===== src/rtl/nr_div_pipe_ctl.sv =====
// Sign-magnitude fixed-point divider, iterative non-restoring, one quotient bit per clock.
// Start/done handshake with operand latching, divide-by-zero and overflow saturation.
//
// state | meaning
// IDLE  | ready for a new operation; holds last result
// RUN   | one non-restoring iteration per clock
// FIX   | saturate / sign-fix, register outputs, pulse done
module nr_div_pipe_ctl #(
    parameter int WIDTH = 16,
    parameter int FRAC  = 8
) (
    input  logic             clk,
    input  logic             rst,
    input  logic             start,
    input  logic [WIDTH-1:0] numerator,
    input  logic [WIDTH-1:0] denominator,
    output logic             ready,
    output logic             done,
    output logic [WIDTH-1:0] quotient,
    output logic             dbz,
    output logic             ovf
);

    localparam int ITER = WIDTH - 1 + FRAC;
    localparam int MAG  = WIDTH - 1;
    localparam int CW   = $clog2(ITER + 1);
    localparam logic [MAG-1:0] MAXMAG = {MAG{1'b1}};

    typedef enum logic [1:0] {IDLE, RUN, FIX} state_t;

    state_t           state, state_nxt;
    logic [ITER-1:0]  q_reg, q_nxt;
    logic [WIDTH:0]   a_reg, a_nxt;
    logic [MAG-1:0]   m_reg, m_nxt;
    logic             sign_reg, sign_nxt;
    logic             dbz_pend, dbz_pend_nxt;
    logic [CW-1:0]    cnt, cnt_nxt;
    logic             done_nxt, dbz_nxt, ovf_nxt;
    logic [WIDTH-1:0] quotient_nxt;

    logic [WIDTH:0]   a_sh, a_new, m_ext;
    logic [ITER-1:0]  q_hi;
    logic [MAG-1:0]   res_mag;

    // Non-restoring step: add back when the remainder went negative, otherwise subtract.
    assign a_sh    = {a_reg[WIDTH-1:0], q_reg[ITER-1]};
    assign m_ext   = {2'b00, m_reg};
    assign a_new   = a_reg[WIDTH] ? (a_sh + m_ext) : (a_sh - m_ext);
    assign q_hi    = q_reg >> MAG;
    assign res_mag = q_reg[MAG-1:0];
    assign ready   = (state == IDLE);

    always_ff @(posedge clk or negedge rst) begin
        if (!rst) begin
            state    <= IDLE;
            q_reg    <= '0;
            a_reg    <= '0;
            m_reg    <= '0;
            sign_reg <= 1'b0;
            dbz_pend <= 1'b0;
            cnt      <= '0;
            done     <= 1'b0;
            quotient <= '0;
            dbz      <= 1'b0;
            ovf      <= 1'b0;
        end else begin
            state    <= state_nxt;
            q_reg    <= q_nxt;
            a_reg    <= a_nxt;
            m_reg    <= m_nxt;
            sign_reg <= sign_nxt;
            dbz_pend <= dbz_pend_nxt;
            cnt      <= cnt_nxt;
            done     <= done_nxt;
            quotient <= quotient_nxt;
            dbz      <= dbz_nxt;
            ovf      <= ovf_nxt;
        end
    end

    always_comb begin
        state_nxt    = state;
        q_nxt        = q_reg;
        a_nxt        = a_reg;
        m_nxt        = m_reg;
        sign_nxt     = sign_reg;
        dbz_pend_nxt = dbz_pend;
        cnt_nxt      = cnt;
        done_nxt     = 1'b0;
        quotient_nxt = quotient;
        dbz_nxt      = dbz;
        ovf_nxt      = ovf;
        case (state)
            IDLE: begin
                if (start) begin
                    sign_nxt = numerator[WIDTH-1] ^ denominator[WIDTH-1];
                    m_nxt    = denominator[MAG-1:0];
                    q_nxt    = ITER'(numerator[MAG-1:0]) << FRAC;
                    a_nxt    = '0;
                    cnt_nxt  = CW'(ITER);
                    if (denominator[MAG-1:0] == '0) begin
                        dbz_pend_nxt = 1'b1;
                        state_nxt    = FIX;
                    end else begin
                        dbz_pend_nxt = 1'b0;
                        state_nxt    = RUN;
                    end
                end
            end
            RUN: begin
                a_nxt   = a_new;
                q_nxt   = {q_reg[ITER-2:0], ~a_new[WIDTH]};
                cnt_nxt = cnt - 1'b1;
                if (cnt == CW'(1)) state_nxt = FIX;
            end
            FIX: begin
                if (dbz_pend) begin
                    quotient_nxt = {sign_reg, MAXMAG};
                    dbz_nxt      = 1'b1;
                    ovf_nxt      = 1'b0;
                end else if (|q_hi) begin
                    quotient_nxt = {sign_reg, MAXMAG};
                    dbz_nxt      = 1'b0;
                    ovf_nxt      = 1'b1;
                end else begin
                    // A zero magnitude never carries a negative sign.
                    quotient_nxt = {sign_reg & (|res_mag), res_mag};
                    dbz_nxt      = 1'b0;
                    ovf_nxt      = 1'b0;
                end
                dbz_pend_nxt = 1'b0;
                done_nxt     = 1'b1;
                state_nxt    = IDLE;
            end
            default: state_nxt = IDLE;
        endcase
    end

endmodule

===== config.mk =====
export PLATFORM = sky130hd
export DESIGN_NAME = nr_div_pipe_ctl
export DESIGN_NICKNAME = d
export VERILOG_FILES = /design/src/rtl/nr_div_pipe_ctl.sv
export SDC_FILE = /design/constraint.sdc
export NUM_CORES = 1
export LEC_CHECK = 0
export BUFFER_PORTS_ARGS = -buffer_cell sky130_fd_sc_hd__buf_4
export CAP_MARGIN = 20
export CORE_ASPECT_RATIO = 0.6
export CORE_MARGIN = 1
export CORE_UTILIZATION = 25
export DETAILED_ROUTE_END_ITERATION = 8
export SYNTH_ARGS = -nofsm -noshare
export SYNTH_HDL_FRONTEND = slang
export SYNTH_SLANG_ARGS = --single-unit

===== constraint.sdc =====
create_clock -name clk -period 3.8 [get_ports clk]
set_clock_uncertainty 0.1 [all_clocks]
set_input_delay 0.57 -clock clk [delete_from_list [all_inputs] [get_ports clk]]
set_output_delay 0.57 -clock clk [all_outputs]
set_load 0.005 [all_outputs]

==> reports/results.ini, run 1 <==
[outcome]
run_status = completed

[drt]
vias = 3905
detail_route.wl_per_cell_um = 14.65
wl_um = 11780
drt-initial-drc-count = 277
antenna_left = 0
first_pass_iters = 4
drc = 0
avgViaCountPerCell = 4.857

[setup_path]
end_kind = flip-flop
critPathMaxFanout = 6
rr_endpoint = q_reg[0]$_DFFE_PN0P_
cp_cell_sequence = or4_4 -> nor4b_1 -> buf_4 -> a31oi_1 -> xor2_1 -> ha_1 -> a21oi_1 -> o21ai_0 -> a41oi_1 -> a31oi_1 -> xnor2_1 -> o21ai_1
reg2reg_depth = 12
worst-path-buf-inv = 1
critPathTopFamily = simple AND/OR/NAND/NOR gates
worst-setup-path-type = flip-flop to flip-flop
startpoint_type = flip-flop
r2r_setup_slack_ns = 0.45
cpMostUsedCell = a31oi_1
cp_slowest_cell = or4_4
r2r_start = m_reg[5]$_DFFE_PN0P_
worstPathRequired_ns = 3.90
worstPathArrival_ns = 3.44
cpPeakStageDelay_ns = 0.58

[sta]
rsz0062_at_grt = no
finalSetupViolCount = 0
max_freq_mhz = 298.9
hold_viol = 0
min_period_ns = 3.346
fin_hold_ws_ns = 0.1210
post-route-period-util = 0.8804
worst_pin_slew_ns = 0.7936
drv_slew = 0
tns_ns = 0
timing.slew.headroom = 0.4709

[grt]
overflow = 0
first_global_vias = 3598
antenna_found_initial = 0
grt_pass1_wl_um = 19770
grt_max_degree = 45
track_usage = 0.1334

[synth]
netlist_area_sq_um = 4596
synth_cells = 519
ys_seq_area_frac = 0.4519
yosys_warnings = 0
yosys_most_used_dff = dfrtp_1
synth_edf_count = 0
syn_nets = 574
synth_cell_types = 54
synthArstFlopShare = 1.000
syn_area_per_cell_sq_um = 8.855
synth-seq-cells = 83

[placement]
io_buffers = 54
place_congestion = 0.8840
hpwlAfterDp_um = 8682

[power]
ir_drop_v = 0.0003461
power_uw = 5878
powerDensity_nw_per_um2 = 1054
leakage_uw = 0.002514

[cells_and_area]
diodes = 0
syn_to_final_growth_pct = 21.40
final_nets = 620
layout-drive-gt1-share = 0.1596
fin_util = 0.3180
largest_register_ffs = 23

[clock_tree]
cts_htree_levels = 3
cts_resized = 0
clock-sinks = 83
root_buffer = clkbuf_16
cts_buffers = 9
cts_tree = built
ctsHoldBuffers = 0
cts_max_path_buffers = 2
path_clk_slew_ns = 0.06
insertion_delay_ns = 0.34
cts_setup_buffers = 0

[floorplan]
die_y_um = 107.0
row_count = 37
io_pins = 55
start_util = 0.2619
core-area_sq_um = 17550
design.die.area_sq_um = 18950
chipWidth_um = 177.0

[worst_hold_path]
hold_path_class = input port to asynchronous set/reset pin

[job]
max_cap_viol_count = 0

[layout make-up]
type	instances	area, sq um
sequential	83	2077
clock inverter	7	81.33
clock buffer	9	225.2
multi-input combinational	393	2359
timing repair buffer	65	495.5
inverter	13	48.80
tap	234	292.8
fill	1818	11970
[placed cells by master, fill, tap and decap left out, types with 2 or more instances in the layout]
cell | synthesis | final
a211oi_1 | 4 | 4
a21o_1 | 3 | 3
a21oi_1 | 37 | 37
a22o_1 | 10 | 10
a22oi_1 | 16 | 16
a31oi_1 | 5 | 5
a41oi_1 | 3 | 3
buf_4 | 0 | 64
clkbuf_16 | 0 | 9
clkinv_4 | 0 | 2
dfrtp_1 | 83 | 83
ha_1 | 19 | 19
inv_1 | 12 | 12
inv_6 | 0 | 3
nand2_1 | 91 | 91
nand2b_1 | 6 | 6
nand3_1 | 7 | 7
nand4_1 | 6 | 6
nor2_1 | 32 | 32
nor2b_1 | 18 | 17
nor3_1 | 11 | 11
nor4_1 | 8 | 8
nor4b_1 | 2 | 2
o21ai_0 | 57 | 57
o21bai_1 | 3 | 3
o311ai_0 | 3 | 3
or3_1 | 2 | 2
xnor2_1 | 12 | 12
xor2_1 | 13 | 13
[stage by stage]
stage / instances / instance area, sq um / setup WS, ns
2_1_floorplan: 519 / 4596 / 0.5787
3_3_place_gp: 787 / 5258 / 0.5706
3_5_place_dp: 787 / 5258 / 0.4609
4_1_cts: 803 / 5564 / 0.4460
5_1_grt: 804 / 5579 / 0.1291
6_report: 804 / 5579 / 0.4544
[power by group]
part	total [uW]	internal, uW	switching [uW]
Combinational	3300	1440	1860
Sequential	1660	1280	385
Clock	912	519	393
[synthesized netlist by cell type (all sizes together) (2+ instances only)]
master,number,area share
a211oi,4,0.0065
a41oi,3,0.0057
a22o,10,0.019
xnor2,13,0.026
nor2b,18,0.025
a21o,3,0.0049
nand3,7,0.0076
or4,3,0.0060
a21oi,38,0.042
nand4,6,0.0082
o21ai,58,0.063
dfrtp,83,0.45
nor4,9,0.016
nand2,91,0.074
buf,2,0.0019
inv,12,0.0098
o311ai,3,0.0057
o21bai,3,0.0049
nor2,32,0.026
or3,2,0.0027
ha,19,0.052
nand2b,6,0.0082
a22oi,16,0.026
xor2,13,0.025
nor3,12,0.014
clkbuf,28,0.023
a31oi,5,0.0068
nor4b,2,0.0038
[metal layers]
metal  vias to the layer above  track usage  routed length [um]
li1                       1935            -                   -
met5                         -            0                   0
met4                         0      0.02217                  43
met2                       107       0.1563                4204
met1                      1858       0.2296                6882
met3                         5      0.03156                 648
[logic make-up (layout without fill, tap and decap cells)]
| kind of cell | Yosys count | in the layout | share of synthesized area |
|---|---|---|---|
| mux | 2 | 2 | 0.004628 |
| compound gates | 152 | 152 | 0.2020 |
| buf+inv | 43 | 94 | 0.03539 |
| fa+ha+maj | 20 | 20 | 0.05609 |
| xor+xnor | 26 | 26 | 0.05119 |
| flops | 83 | 83 | 0.4519 |
| simple gates | 193 | 193 | 0.1988 |
[worst max path at each step]
stage	startpoint	slack, ns	cells after the start	to
global route	m_reg[3]$_DFFE_PN0P_	0.13	12	q_reg[0]$_DFFE_PN0P_
detailed placement	m_reg[5]$_DFFE_PN0P_	0.46	12	a_reg[16]$_DFFE_PN0P_
finish	m_reg[5]$_DFFE_PN0P_	0.45	12	q_reg[0]$_DFFE_PN0P_
floorplan	m_reg[5]$_DFFE_PN0P_	0.58	12	a_reg[14]$_DFFE_PN0P_
CTS	m_reg[5]$_DFFE_PN0P_	0.45	12	q_reg[0]$_DFFE_PN0P_
global placement	m_reg[5]$_DFFE_PN0P_	0.57	12	a_reg[16]$_DFFE_PN0P_
Power figures use the tool's default switching activity.
==> inputs of run 2 (changes only) <==
==> constraint.sdc (replaced) <==
create_clock -name clk -period 3.8 [get_ports clk]
set_clock_uncertainty 0.1 [all_clocks]
set_input_delay 0.19 -clock clk [delete_from_list [all_inputs] [get_ports clk]]
set_output_delay 0.19 -clock clk [all_outputs]
set_load 0.005 [all_outputs]
==> reports/results.ini, run 2 (synthesis results as in run 1) <==
[setup_path]
rr_endpoint = a_reg[16]$_DFFE_PN0P_
cp_slowest_cell = or4_4
worstPathArrival_ns = 3.48  ; +0.04 ns
r2r_start = m_reg[5]$_DFFE_PN0P_
end_kind = flip-flop
cpPeakStageDelay_ns = 0.58  ; about the same
worst-setup-path-type = flip-flop to flip-flop
cp_cell_sequence = or4_4 -> nor4b_1 -> buf_4 -> a31oi_1 -> xor2_1 -> ha_1 -> a21oi_1 -> o21ai_0 -> a41oi_1 -> a31oi_1 -> xnor2_1 -> a22o_1
worstPathRequired_ns = 3.93  ; +0.03 ns
critPathMaxFanout = 6  ; unchanged
r2r_setup_slack_ns = 0.45  ; about the same
cpMostUsedCell = a31oi_1
reg2reg_depth = 12  ; unchanged
startpoint_type = flip-flop

[cells_and_area]
final_common_cell = nand2_1
syn_to_final_growth_pct = 24.45
final_nets = 634  ; +2.3%
largest_register_ffs = 23  ; unchanged
post-route-cell-area_sq_um = 5719  ; +2.5%
finalNonFillerCells = 818  ; +1.7%
fin_util = 0.3260  ; +0.007986
mostFrequentLayoutCells = nand2_1 (91), dfrtp_1 (83), buf_4 (63)
diodes = 0  ; unchanged
layout-drive-gt1-share = 0.1524  ; -0.007252

[placement]
hpwlAfterDp_um = 8709  ; +0.31%
io_buffers = 54  ; unchanged
dpl.cell_count = 786  ; -0.13%
place_congestion = 0.8731  ; -1.2%
postPlaceCellArea_sq_um = 5250  ; -0.14%

[sta]
min_period_ns = 3.346  ; +0.0004510 ns
tns_ns = 0  ; unchanged
drv_slew = 0  ; unchanged
rsz0062_at_grt = no
worst_pin_slew_ns = 0.7574  ; -0.03621 ns
finalSetupViolCount = 0  ; unchanged
max_freq_mhz = 298.9  ; about the same
timing.slew.headroom = 0.4951  ; +0.02414
hold_viol = 0  ; unchanged
fin_hold_ws_ns = 0.02778  ; -0.09325 ns
post-route-period-util = 0.8806  ; about the same

[grt]
grt_max_degree = 56  ; +24%
overflow = 0  ; unchanged
first_global_vias = 3755  ; +4.4%
track_usage = 0.1339  ; +0.0004857
grt_pass1_wl_um = 19850  ; +0.42%
antenna_found_initial = 0  ; unchanged

[clock_tree]
path_clk_slew_ns = 0.07  ; about the same
cts_htree_levels = 3  ; unchanged
cts_max_path_buffers = 2  ; unchanged
cts_buffers = 9  ; unchanged
clock-sinks = 83  ; unchanged
cts_resized = 0  ; unchanged
root_buffer = clkbuf_16
insertion_delay_ns = 0.34  ; about the same
cts_tree = built

[floorplan]
chipWidth_um = 177.0  ; unchanged
core-area_sq_um = 17550  ; unchanged
die_y_um = 107.0  ; unchanged
design.die.area_sq_um = 18950  ; unchanged
io_pins = 55  ; unchanged
row_count = 37  ; unchanged
start_util = 0.2619  ; unchanged

[power]
leakage_uw = 0.002576  ; +2.5%
powerDensity_nw_per_um2 = 1029  ; -2.3%
ir_drop_v = 0.0003484  ; +0.66%

[worst_hold_path]
worstHoldEndpoint = q_reg[17]$_DFFE_PN0P_
hold_path_class = input port to flip-flop
worstHoldStart = numerator[9]
min_path_cells = 3

[drt]
antenna_left = 0  ; unchanged
detail_route.wl_per_cell_um = 14.69  ; +0.28%
drc = 0  ; unchanged
wl_um = 12020  ; +2.0%
drt-initial-drc-count = 319  ; +15%
avgViaCountPerCell = 4.833  ; -0.50%
vias = 3953  ; +1.2%
first_pass_iters = 5  ; +1

[job]
max_cap_viol_count = 0  ; unchanged

[outcome]
run_status = completed

## run 2: changes by cell type in the layout (fill, tap and decap cells not counted), sizes merged
cell / before / now
clkinvlp: 1 / 0
buf: 65 / 63
clkbuf: 9 / 10
dlygate4sd3: 0 / 16
## run 2: report_power, final
group          switching [uW]  total [uW]  internal (uW)
clock                     377         912            534
sequential                398        1680           1280
combinational            1860        3300           1440
total                    2630        5890           3250
## run 2: metal layers
metal  GRT usage  vias to the layer above  wire (um)
li1            -                     1959          -
met1      0.2157                     1870       6731
met2      0.1713                      115       4430
met3     0.03475                        9        788
met4     0.02586                        0         68
met5           0                        -          0
## run 2: layout make-up
| cell class | count | area, sq um |
|---|---|---|
| multi-input combinational | 393 | 2359 |
| fill | 1792 | 11830 |
| clock inverter | 6 | 70.07 |
| sequential | 83 | 2077 |
| clock buffer | 10 | 239.0 |
| timing repair buffer | 79 | 633.1 |
| inverter | 13 | 48.80 |
| tap | 234 | 292.8 |
## run 2: critical path: cells and delay by family, from the launching register on
family	cells	cell delay, ns
buffers and inverters	1	0.18
XOR/XNOR	2	0.42
adder cells (fa/ha/maj)	1	0.35
flip-flops	1	0.41
AND/OR/NAND/NOR	2	0.88
AO/OA/AOI/OAI	6	0.90
## run 2: how the worst max path moves through the flow
stage                               from                    end  slack [ns]  depth (start not counted)
floorplan           m_reg[5]$_DFFE_PN0P_  a_reg[14]$_DFFE_PN0P_        0.58                         12
global placement    m_reg[5]$_DFFE_PN0P_  a_reg[16]$_DFFE_PN0P_        0.56                         12
detailed placement  m_reg[5]$_DFFE_PN0P_  a_reg[16]$_DFFE_PN0P_        0.51                         12
CTS                 m_reg[5]$_DFFE_PN0P_  a_reg[16]$_DFFE_PN0P_        0.52                         12
global route        m_reg[5]$_DFFE_PN0P_  a_reg[16]$_DFFE_PN0P_        0.25                         12
finish              m_reg[5]$_DFFE_PN0P_  a_reg[16]$_DFFE_PN0P_        0.45                         12
## run 2: what timing repair did
action,in CTS,in global routing
buffers inserted,0,0
endpoints found under the hold margin,69,0
hold buffers,16,0
setup endpoints to repair,0,0
## run 2: per-stage QoR
stage | power, uW | setup WS [ns]
5_1_grt | 6455 | 0.2510
4_1_cts | 5872 | 0.5191
2_1_floorplan | 4100 | 0.5787
6_report | 5885 | 0.4539
3_3_place_gp | 4899 | 0.5630
3_5_place_dp | 4944 | 0.5121
